--- config.mk ---
export PLATFORM = sky130hd
export DESIGN_NAME = dual_slope_ctrl
export DESIGN_NICKNAME = d
export VERILOG_FILES = /design/src/rtl/dual_slope_ctrl.sv
export SDC_FILE = /design/constraint.sdc
export NUM_CORES = 1
export LEC_CHECK = 0
export ABC_AREA = 1
export CORE_MARGIN = 2
export CORE_UTILIZATION = 50
export DETAILED_ROUTE_END_ITERATION = 12
export PLACE_DENSITY = 0.75
export SLEW_MARGIN = 20
export SYNTH_ARGS = -nofsm -noshare
export SYNTH_HDL_FRONTEND = slang
export SYNTH_SLANG_ARGS = --single-unit
--- constraint.sdc ---
create_clock -name clk_i -period 1.6 [get_ports clk_i]
set_clock_uncertainty 0.2 [all_clocks]
set_input_delay 0.32 -clock clk_i [delete_from_list [all_inputs] [get_ports clk_i]]
set_output_delay 0.32 -clock clk_i [all_outputs]
set_load 0.05 [all_outputs]
--- src/rtl/dual_slope_ctrl.sv ---
// Dual-slope ADC sequencer: autozero, fixed-time integrate of VIN, then
// deintegrate against the opposite-polarity reference while counting until
// the comparator flips. Holds count, sign and overrange until the next
// conversion ends.
module dual_slope_ctrl #(
  parameter int unsigned AZ_CYCLES  = 64,
  parameter int unsigned INT_CYCLES = 1000,
  parameter int unsigned CNT_W      = 16,
  parameter int unsigned DEINT_MAX  = 2000
) (
  input  logic             clk_i,
  input  logic             rst_i,
  input  logic             start_i,
  input  logic             comp_i,
  input  logic             sat_hi_i,
  input  logic             sat_lo_i,
  input  logic             ref_ok_i,
  output logic [3:0]       afe_sel_o,
  output logic             afe_reset_o,
  output logic             ref_sign_o,
  output logic             busy_o,
  output logic             done_o,
  output logic [CNT_W-1:0] count_o,
  output logic             sign_o,
  output logic             overrange_o
);

  localparam int unsigned PH_MAX = (AZ_CYCLES > INT_CYCLES) ? AZ_CYCLES : INT_CYCLES;
  localparam int unsigned PH_W   = $clog2(PH_MAX) + 1;
  localparam logic [PH_W-1:0]  AZ_LAST   = PH_W'(AZ_CYCLES - 1);
  localparam logic [PH_W-1:0]  INT_LAST  = PH_W'(INT_CYCLES - 1);
  localparam logic [CNT_W-1:0] DEINT_LIM = CNT_W'(DEINT_MAX);

  typedef enum logic [2:0] {
    IDLE,
    RST,
    AZ,
    INTEG,
    DEINT,
    DONE
  } state_t;

  state_t           state_q, state_n;
  logic [PH_W-1:0]  ph_q;
  logic [CNT_W-1:0] cnt_q;
  logic             pol_q;
  logic             pol_ld;
  logic             ovr_n;

  logic [3:0] meta_q, sync_q;
  logic       comp_s, sat_s, ref_ok_s;

  // Two-flop synchronizers for the asynchronous analog status lines
  always_ff @(posedge clk_i) begin
    if (rst_i) begin
      meta_q <= '0;
      sync_q <= '0;
    end else begin
      meta_q <= {ref_ok_i, sat_lo_i, sat_hi_i, comp_i};
      sync_q <= meta_q;
    end
  end

  assign comp_s   = sync_q[0];
  assign sat_s    = sync_q[1] | sync_q[2];
  assign ref_ok_s = sync_q[3];

  // Next-state logic, polarity-latch strobe and overrange flag for DONE entry
  always_comb begin
    state_n = state_q;
    pol_ld  = 1'b0;
    ovr_n   = 1'b0;
    case (state_q)
      IDLE:  if (start_i) state_n = RST;
      RST:   state_n = AZ;
      AZ:    if ((ph_q >= AZ_LAST) && ref_ok_s) state_n = INTEG;
      INTEG: begin
        if (sat_s) begin
          state_n = DONE;
          ovr_n   = 1'b1;
        end else if (ph_q == INT_LAST) begin
          state_n = DEINT;
          pol_ld  = 1'b1;
        end
      end
      DEINT: begin
        if (sat_s) begin
          state_n = DONE;
          ovr_n   = 1'b1;
        end else if (comp_s != pol_q) begin
          state_n = DONE;
        end else if (cnt_q == DEINT_LIM) begin
          state_n = DONE;
          ovr_n   = 1'b1;
        end
      end
      DONE:    state_n = IDLE;
      default: state_n = IDLE;
    endcase
  end

  // State register, phase timer (saturating so an extended autozero cannot wrap)
  // and deintegrate counter (zero outside DEINT, so an INTEG abort reports 0)
  always_ff @(posedge clk_i) begin
    if (rst_i) begin
      state_q <= IDLE;
      ph_q    <= '0;
      cnt_q   <= '0;
    end else begin
      state_q <= state_n;
      if (state_n != state_q)
        ph_q <= '0;
      else if (ph_q != '1)
        ph_q <= ph_q + PH_W'(1);
      if ((state_q == DEINT) && (state_n == DEINT))
        cnt_q <= cnt_q + CNT_W'(1);
      else
        cnt_q <= '0;
    end
  end

  // Reference polarity and held result registers
  always_ff @(posedge clk_i) begin
    if (rst_i) begin
      pol_q       <= 1'b0;
      count_o     <= '0;
      sign_o      <= 1'b0;
      overrange_o <= 1'b0;
    end else begin
      if (pol_ld)
        pol_q <= comp_s;
      if ((state_n == DONE) && (state_q != DONE)) begin
        count_o     <= cnt_q;
        sign_o      <= pol_q;
        overrange_o <= ovr_n;
      end
    end
  end

  // Phase select decoded from registered state and polarity
  always_comb begin
    afe_sel_o = '0;
    case (state_q)
      AZ:      afe_sel_o = 4'b0001;
      INTEG:   afe_sel_o = 4'b0010;
      DEINT:   afe_sel_o = pol_q ? 4'b1000 : 4'b0100;
      default: afe_sel_o = '0;
    endcase
  end

  // pol_q only changes when entering DEINT, so it doubles as the held reference sign
  assign ref_sign_o  = pol_q;
  assign afe_reset_o = (state_q == RST);
  assign busy_o      = (state_q != IDLE);
  assign done_o      = (state_q == DONE);

endmodule

==> results.md <==
- Status: finished with violations
- Failing checks: setup timing
- ANT nets after route: 0
- FF+latch count, synth: between 50 and 60
- Post-synthesis sequential area ratio: between 40% and 50%
- R2r endpoint: count_o[0]$_SDFFE_PP0P_
- Die Span Y: 79.1 µm
- Fin nets: 531
- Post-Synthesis Cell Area: 2820 µm²
- Final setup viols: 56
- Clock Pin Slew Worst Setup and Hold Paths: around 0.07 ns
- Final Max Tran Viols: 0
- Max_slew headroom: 64.3%
- Core region area: between 5000 and 6000 µm²
- Req. time, crit path: 1.65 ns
- Synth warn: 0
- Worst reg-to-reg path cell count: 11
- Layout cells sized above 1: a little under three fifths
- DR vias: 3,791
- Drt wl/cell: ~26 µm
- Hold endpoint: sync_q[2]$_SDFF_PP0_
- HPWL after DPL: 5.26 mm
- Largest net degree at the start of global routing: 37
- Max Cap Viol: 0
- Drt first pass iters: 7
- R2R Path Start: sync_q[2]$_SDFF_PP0_
- Critical Path End Type: register
- Clock sinks: 57
- Die ar.: 6250 µm²
- Antenna diode count: 0
- Starting Density: 51.5%
- Hold path cells: 2
- Initial antenna violation count: 0
- Synth unique cells: 31
- H-tree depth: 3
- Number of global-route vias before repair: between 3,000 and 4,000
- Hold WS: 0.224 ns
- TritonCTS clock tree: yes
- Total CTS buffers: 9
- Hold Crit Class: register to register
- Hold Fails Final Rpt: 0
- Final Wtd Congestion: 0.870
- Worst slew pin tran: 0.535 ns
- Net Count, Synth: 395
- Critical path class: register to register
- Unrepaired setup endpoints after global routing: true
- Achievable frequency: 414 MHz
- Final worst slack: -0.817 ns
- GRT Residual Overflow: 0
- Max VDD drop: around 0.73 mV
- Worst Setup Start Kind: register
- Final design utilization: 95.0%
- CTS root buffer: clkbuf_8
- Worst-path fanout max: 5
- Routed wire length: 15.4 mm
- Clock Tree Buf Depth: 2
- Pwr/cell area: 700 nW/µm²
- R2r setup slk: -0.82 ns
- Worst skew pair latency: 0.36 ns
- Via-per-instance ratio: 6.35
- Syn avg cell area: roughly 7.3 µm²
- Row count: 27
- Crit share post-route: 151%
- First-pass GRT wire length: 16.6 mm
- Mapped Cells: roughly 390
- Critical Path AT: 2.46 ns
- Iteration-0 DRC Markers: 569
- GRT Util Overall: 34.7%
- Hold Path Origin: meta_q[2]$_SDFF_PP0_
- Min cycle time layout: 2.42 ns
- P_leak: 2.14 nW
- Detailed-route DRC error count: 0
- IO buf count: 32
- # IOs: 33
- Area grow syn2layout: 84.6%
- Die X: 79.1 µm
- Setup slack after placement: -0.464 ns
## worst max-delay path, cell delays in order (launching register included)
cell,delay (ns)
dfxtp_1,0.33
nor2_2,0.17
nand2_1,0.10
nor2_1,0.22
nand2_2,0.15
nand2_4,0.11
buf_6,0.10
nand4_4,0.22
buf_4,0.24
nand3_1,0.14
nand2_2,0.09
nor2_1,0.23
## cell usage after synthesis, drive strengths merged
library cell,n,area [µm²]
a21boi,3,22.5
nor3,17,116
xor2,7,61.3
o21a,7,52.6
nand3,37,195
buf,9,83.8
o21ai,11,55.1
nand4,6,52.6
dfxtp,57,1140
or2,2,12.5
clkinv,1,5.00
clkbuf,2,7.51
o31a,1,8.76
nand2,66,275
a21oi,32,186
xnor2,1,8.76
inv,60,225
nor2,63,269
ha,3,37.5
## worst max path at each step
stage,start,end,slack (ns),cells after the start
finish,sync_q[2]$_SDFF_PP0_,count_o[0]$_SDFFE_PP0P_,-0.82,11
global route,sync_q[2]$_SDFF_PP0_,ph_q[7]$_SDFFE_PP0P_,-0.77,9
CTS,ph_q[4]$_SDFFE_PP0P_,count_o[0]$_SDFFE_PP0P_,-0.28,10
detailed placement,rst_i,ph_q[0]$_SDFFE_PP0P_,-0.46,5
global placement,rst_i,ph_q[1]$_SDFFE_PP0P_,-0.37,5
floorplan,state_q[0]$_SDFF_PP0_,afe_sel_o[2],-0.29,5
## per-layer routing
metal	global-route usage [%]	vias to the layer above	share of wire, %
met5	0	-	0
met4	22.9	0	9.7
met3	7.39	159	11
met2	58.1	369	46
met1	39.8	1761	34
li1	-	1502	-
## cell families (layout without fill, tap and decap cells)
| family | count (synthesis) | count (layout) | synth area share, % |
|---|---|---|---|
| flip-flops | 57 | 57 | 40.5 |
| AND/OR/NAND/NOR | 191 | 192 | 32.7 |
| AO/OA/AOI/OAI | 54 | 54 | 11.6 |
| XOR/XNOR | 8 | 8 | 2.49 |
| buffers and inverters | 72 | 211 | 11.4 |
| adder cells (fa/ha/maj) | 3 | 3 | 1.33 |
## cell usage in the layout (no fill, tap or decap), drive strengths merged
cell type and count:
ha 3, xor2 7, or2 2, clkbuf 16
xnor2 1, clkdlybuf4s50 6, bufinv 2, o31a 1
nand3 37, a21oi 32, nor3 17, clkinv 2
nor2 63, nand2 67, clkinvlp 1, buf 125
inv 59, o21ai 11, dfxtp 57, o21a 7
nand4 6, a21boi 3
## power by group
group | internal, mW | leakage (nW) | switching (mW)
combinational | 0.280 | 1.56 | 0.337
clock | 0.910 | 0.106 | 0.642
sequential | 1.44 | 0.471 | 0.0286
total | 2.63 | 2.14 | 1.01
## flip-flops by register name, summed over array words and instances, names as in the netlist
signal,flops
ref_sign_o,1
state_q,3
count_o,16
ph_q,11
cnt_q,16
sign_o,1
meta_q,4
overrange_o,1
sync_q,4
## per-stage QoR
stage	power, mW	instance area, µm²	cells	setup TNS [ns]
CTS	3.41	4720	583	-11.96
global route	3.70	5200	597	-29.92
floorplan	1.70	2900	385	-5.18
finish	3.64	5200	597	-30.80
global placement	1.85	4090	555	-10.56
detailed placement	1.86	4090	555	-13.51
## repair_timing
item	in CTS	in global routing
buffers inserted	11	10
hold buffers	0	0
setup endpoints to repair	55	56
resized for setup	84	78
gates cloned	2	5
pin swaps	26	32
## cell type report
cell class,instances,area [µm²]
flip-flops and latches,57,1170
fillers,138,273
inverters,61,262
clock buffers,12,145
well taps,72,90.1
multi-input cells,257,1890
clock inverters,3,65.1
repair buffers,135,1570
Note: power is estimated with default switching activity, not from simulation.
